**config.mk**
```make
export PLATFORM = sky130hd
export DESIGN_NAME = mem_wb
export DESIGN_NICKNAME = d
export VERILOG_FILES = /design/src/rtl/mem_wb.sv
export SDC_FILE = /design/constraint.sdc
export NUM_CORES = 1
export LEC_CHECK = 0
export BUFFER_PORTS_ARGS = -buffer_cell sky130_fd_sc_hd__buf_2
export CAP_MARGIN = 20
export CORE_MARGIN = 2
export CORE_UTILIZATION = 46
export DETAILED_ROUTE_END_ITERATION = 10
export GPL_ROUTABILITY_DRIVEN = 0
export PLACE_DENSITY = 0.77
export SKIP_LAST_GASP = 1
export SYNTH_ARGS = -nofsm -noshare
export SYNTH_HDL_FRONTEND = slang
export SYNTH_SLANG_ARGS = --single-unit
```
**constraint.sdc**
```tcl
create_clock -name clk -period 2.95 [get_ports clk]
set_input_delay 0 -clock clk [delete_from_list [all_inputs] [get_ports clk]]
set_output_delay 0 -clock clk [all_outputs]
set_load 0.01 [all_outputs]
```
**src/rtl/mem_wb.sv**
```systemverilog
// mem_wb: MEM/WB pipeline register with load extraction/extension and the LL/SC link bit.
module mem_wb #(
    parameter bit BIG_ENDIAN = 1'b1
) (
    input  logic        clk,
    input  logic        rst,
    input  logic        mem_valid,
    input  logic        mem_wreg_en,
    input  logic [4:0]  mem_wreg_addr,
    input  logic [31:0] mem_wdata,
    input  logic [2:0]  mem_load_op,
    input  logic [1:0]  mem_addr_lo,
    input  logic [31:0] mem_rdata,
    input  logic        stall,
    input  logic        flush,
    input  logic        llbit_clear,
    output logic        wb_wreg_en,
    output logic [4:0]  wb_wreg_addr,
    output logic [31:0] wb_wreg_data,
    output logic        wb_valid,
    output logic        llbit,
    output logic        sc_ok
);
    localparam logic [2:0] OP_LB = 3'd1, OP_LBU = 3'd2, OP_LH = 3'd3, OP_LHU = 3'd4,
                           OP_LW = 3'd5, OP_LL = 3'd6, OP_SC = 3'd7;

    logic        valid_q, valid_d, wen_q, wen_d, llbit_q, llbit_d;
    logic [4:0]  waddr_q, waddr_d;
    logic [31:0] wdata_q, wdata_d, load_data, byte_word;
    logic [1:0]  byte_lane;
    logic [7:0]  byte_v;
    logic [15:0] half_v;

    always_comb begin
        // Big-endian puts offset 0 in the top byte, so the lane index is mirrored
        byte_lane = BIG_ENDIAN ? ~mem_addr_lo : mem_addr_lo;
        byte_word = mem_rdata >> {byte_lane, 3'b000};
        byte_v    = byte_word[7:0];
        half_v    = (BIG_ENDIAN ? ~mem_addr_lo[1] : mem_addr_lo[1]) ? mem_rdata[31:16] : mem_rdata[15:0];
        case (mem_load_op)
            OP_LB:        load_data = {{24{byte_v[7]}}, byte_v};
            OP_LBU:       load_data = {24'b0, byte_v};
            OP_LH:        load_data = {{16{half_v[15]}}, half_v};
            OP_LHU:       load_data = {16'b0, half_v};
            OP_LW, OP_LL: load_data = mem_rdata;
            OP_SC:        load_data = {31'b0, llbit_q};
            default:      load_data = mem_wdata;
        endcase
        valid_d = valid_q;
        wen_d   = wen_q;
        waddr_d = waddr_q;
        wdata_d = wdata_q;
        llbit_d = llbit_q;
        if (flush) begin
            valid_d = 1'b0;
            wen_d   = 1'b0;
            waddr_d = 5'd0;
            wdata_d = 32'd0;
            llbit_d = 1'b0;
        end else if (llbit_clear) begin
            llbit_d = 1'b0;
        end else if (!stall && mem_valid) begin
            llbit_d = (mem_load_op == OP_SC) ? 1'b0 : (mem_load_op == OP_LL) ? 1'b1 : llbit_q;
        end
        if (!flush && !stall) begin
            valid_d = mem_valid;
            wen_d   = mem_valid & mem_wreg_en & (mem_wreg_addr != 5'd0);
            waddr_d = mem_wreg_addr;
            wdata_d = load_data;
        end
    end

    always_ff @(posedge clk or negedge rst) begin
        if (!rst) begin
            valid_q <= 1'b0;
            wen_q   <= 1'b0;
            waddr_q <= 5'd0;
            wdata_q <= 32'd0;
            llbit_q <= 1'b0;
        end else begin
            valid_q <= valid_d;
            wen_q   <= wen_d;
            waddr_q <= waddr_d;
            wdata_q <= wdata_d;
            llbit_q <= llbit_d;
        end
    end

    assign wb_valid     = valid_q;
    assign wb_wreg_en   = wen_q;
    assign wb_wreg_addr = waddr_q;
    assign wb_wreg_data = wdata_q;
    assign llbit        = llbit_q;
    assign sc_ok        = mem_valid & ~flush & (mem_load_op == OP_SC) & llbit_q;
endmodule

```
==> results.py <==
metrics = {
    "power_and_ir_drop": {
        "finalPower_mw": 1.423,
        "p_per_area_nw_per_um2": 406.2,
        "leakage_nw": 1.628,
        "peakVddDrop_uv": 215.3,
    },
    "synthesis": {
        "avgSynthCellArea_sq_um": 8.754,
        "synth_seq_cells": 40,
        "synth-xor-area-share": 0.006413,
        "muxShareOfSynthArea": 0.1246,
        "async_flop_share": 1.000,
        "synth_top_family_by_area": "compound AO/OA/AOI/OAI gates",
        "yosys_warnings": 0,
        "synthFlopType": "dfrtp_1",
        "synthAdderAreaFrac": 0.003665,
        "syn_inst": 312,
        "yosys.cell_types.count": 46,
        "yosysSeqAreaShare": 0.3665,
        "syn_area_sq_um": 2731,
        "syn_nets": 393,
        "synth_edf_count": 0,
        "yosys.area_share.simple": 0.1232,
        "synth_compound_area_frac": 0.3133,
    },
    "clock_tree": {
        "clk_pin_slew_ps": 80,
        "root_buffer": "clkbuf_8",
        "cts_setup_buffers": 0,
        "cts_tree": "done",
        "clock_latency_ps": 290,
        "cts_sinks": 40,
        "cts.htree.levels": 2,
        "clockBufferDepth": 2,
        "cts_buffers": 5,
        "ctsResizeCount": 0,
    },
    "routing": {
        "num_vias": 2924,
        "wl_um": 8352,
        "wl_per_cell_um": 16.80,
        "first_pass_iters": 5,
        "drc_errors": 0,
        "antenna_left": 0,
        "viasPerCell": 5.883,
        "drt-initial-drc-count": 137,
    },
    "min_path": {
        "hold_end": "wb_wreg_data[31]$_DFFE_PN0P_",
        "hold_start": "mem_wdata[31]",
        "whs_path_depth": 3,
        "min_path_type": "primary input to register",
    },
    "final_layout": {
        "finalNonFillerCells": 497,
        "seqCellArea_sq_um": 1001,
        "multiInputGateArea_sq_um": 1563,
        "area_growth_pct": 28.22,
        "nets": 502,
        "fill_cells": 558,
        "antenna_cells": 0,
        "final_core_util": 0.6022,
        "post-route-cell-area_sq_um": 3502,
        "drive_gt1_frac": 0.3673,
    },
    "run_status": {
        "run_status": "finished clean",
    },
    "timing": {
        "slew-limit-headroom": 0.4144,
        "hold_ws_ps": 3.069,
        "fin_ws_ps": 1351,
        "hold_viol_final": 0,
        "setup_viol": 0,
        "fin_worst_skew_ps": 2.681,
        "rsz0062_at_grt": "false",
        "fin_crit_sh": 0.5419,
        "slew_violations": 0,
        "fin_tns_setup_ps": 0,
        "max_freq_ghz": 0.6255,
        "fin_crit_ps": 1599,
        "worst_pin_slew_ps": 875.2,
    },
    "critical_path": {
        "reg2reg_to": "wb_wreg_data[0]$_DFFE_PN0P_",
        "worstSetupPathType": "primary input to register",
        "critPathMaxFanout": 42,
        "worst_setup_path_start_kind": "primary input",
        "cp_data_arrival_time_ps": 1770,
        "end_kind": "register",
        "required_ps": 3120,
        "worstRegToRegCells": 4,
        "r2r_setup_slack_ps": 1680,
        "reg2reg_from": "llbit$_DFFE_PN0P_",
    },
    "die": {
        "die_h_um": 81.06,
        "die_area_sq_um": 6570,
        "fp.dieW_um": 81.06,
        "io_pins": 122,
        "fp.coreArea_sq_um": 5816,
        "start_util": 0.4697,
        "rows": 28,
    },
    "global_route": {
        "grt_pass1_wl_um": 12770,
        "grt.overflow.total": 0,
        "grt_usage": 0.2505,
        "grt_max_degree": 43,
        "grt_pass1_vias": 2638,
        "antenna_found_initial": 0,
    },
    "placement": {
        "place_inst": 480,
        "place_ws_ps": 1075,
        "io_buffers": 121,
        "dp_hpwl_um": 6098,
        "postPlaceCellArea_sq_um": 3304,
    },
    "run": {
        "maxCapViolations": 0,
    },
}
==> state kept, by name, summed over array words and instances (netlist names) <==
register,flops
llbit,1
wb_wreg_en,1
wb_wreg_addr,5
wb_wreg_data,32
wb_valid,1
==> placed cells by master (no fill, tap or decap), types with 4 or more instances in the layout <==
cell           synthesis  final
a21oi_1                4      4
a221oi_1               8      8
a311oi_1              16     16
a32oi_1                6      6
buf_2                 12    121
buf_4                  2      4
clkbuf_8               0      5
dfrtp_1               40     40
dlygate4sd3_1          0      9
mux2_2                14     14
mux2i_1               16     16
nand2_1               42     42
nor2_1                 9      9
o21ai_0               63     63
o21ai_1               13     13
o2bb2ai_1              8      8
==> worst max path at each step <==
stage                         from                           end  cells past startpoint
finish              mem_load_op[2]  wb_wreg_data[24]$_DFFE_PN0P_                      5
global route        mem_load_op[2]  wb_wreg_data[24]$_DFFE_PN0P_                      5
CTS                 mem_load_op[1]  wb_wreg_data[21]$_DFFE_PN0P_                      5
detailed placement  mem_load_op[2]  wb_wreg_data[24]$_DFFE_PN0P_                      5
global placement    mem_load_op[1]  wb_wreg_data[21]$_DFFE_PN0P_                      5
floorplan           mem_load_op[0]  wb_wreg_data[11]$_DFFE_PN0P_                      5
==> timing repair <==
item                                   in CTS  in global routing
endpoints found under the hold margin      48                  0
hold buffers                                9                  0
setup endpoints to repair                   0                  0
==> critical path: stages <==
cell and delay (ps):
buf_2 570, or3_1 480, o41ai_4 290, a311oi_1 310, o21ai_1 120
==> power breakdown <==
group | leakage (nW) | internal, mW | switching (mW)
combinational | 1.03 | 0.161 | 0.215
sequential | 0.538 | 0.583 | 0.0183
clock | 0.0552 | 0.251 | 0.194
total | 1.63 | 0.996 | 0.427
==> cell usage after synthesis, types with 3 or more instances <==
library cell | instances | area (sq um)
dfrtp_1 | 40 | 1001
a21oi_1 | 4 | 20.02
a221oi_1 | 8 | 70.07
nand2_1 | 42 | 157.7
buf_1 | 3 | 11.26
nand2b_1 | 3 | 18.77
nor3_1 | 3 | 15.01
nor2_1 | 9 | 33.78
o2bb2ai_1 | 8 | 70.07
buf_2 | 12 | 60.06
o21ai_0 | 63 | 315.3
a32oi_1 | 6 | 52.55
o21ai_1 | 13 | 65.06
nor2b_1 | 4 | 25.02
a311oi_1 | 16 | 140.1
clkbuf_1 | 12 | 45.04
mux2i_1 | 16 | 160.2
mux2_2 | 14 | 157.7
==> logic make-up after synthesis <==
| kind of cell | Yosys count |
|---|---|
| AND/OR/NAND/NOR | 74 |
| XOR/XNOR | 2 |
| adder cells (fa/ha/maj) | 1 |
| flip-flops | 40 |
| AO/OA/AOI/OAI | 129 |
| multiplexers | 31 |
| buffers and inverters | 35 |
==> metal layers <==
metal / share of wire / routed length [um] / vias up / track usage
met3: 0.075 / 625 / 19 / 0.05111
met4: 0.017 / 141 / 0 / 0.06780
li1: - / - / 1386 / -
met2: 0.48 / 4022 / 129 / 0.4124
met1: 0.43 / 3563 / 1390 / 0.3359
met5: 0 / 0 / - / 0
==> layout make-up <==
cell class,count,area share
Clock buffer,6,0.02072
Clock inverter,2,0.01000
Inverter,3,0.003215
Multi-Input combinational cell,237,0.4462
Sequential cell,40,0.2858
Tap cell,75,0.02680
Timing Repair Buffer,134,0.2072
No activity file was read; power rests on OpenSTA's default activity.
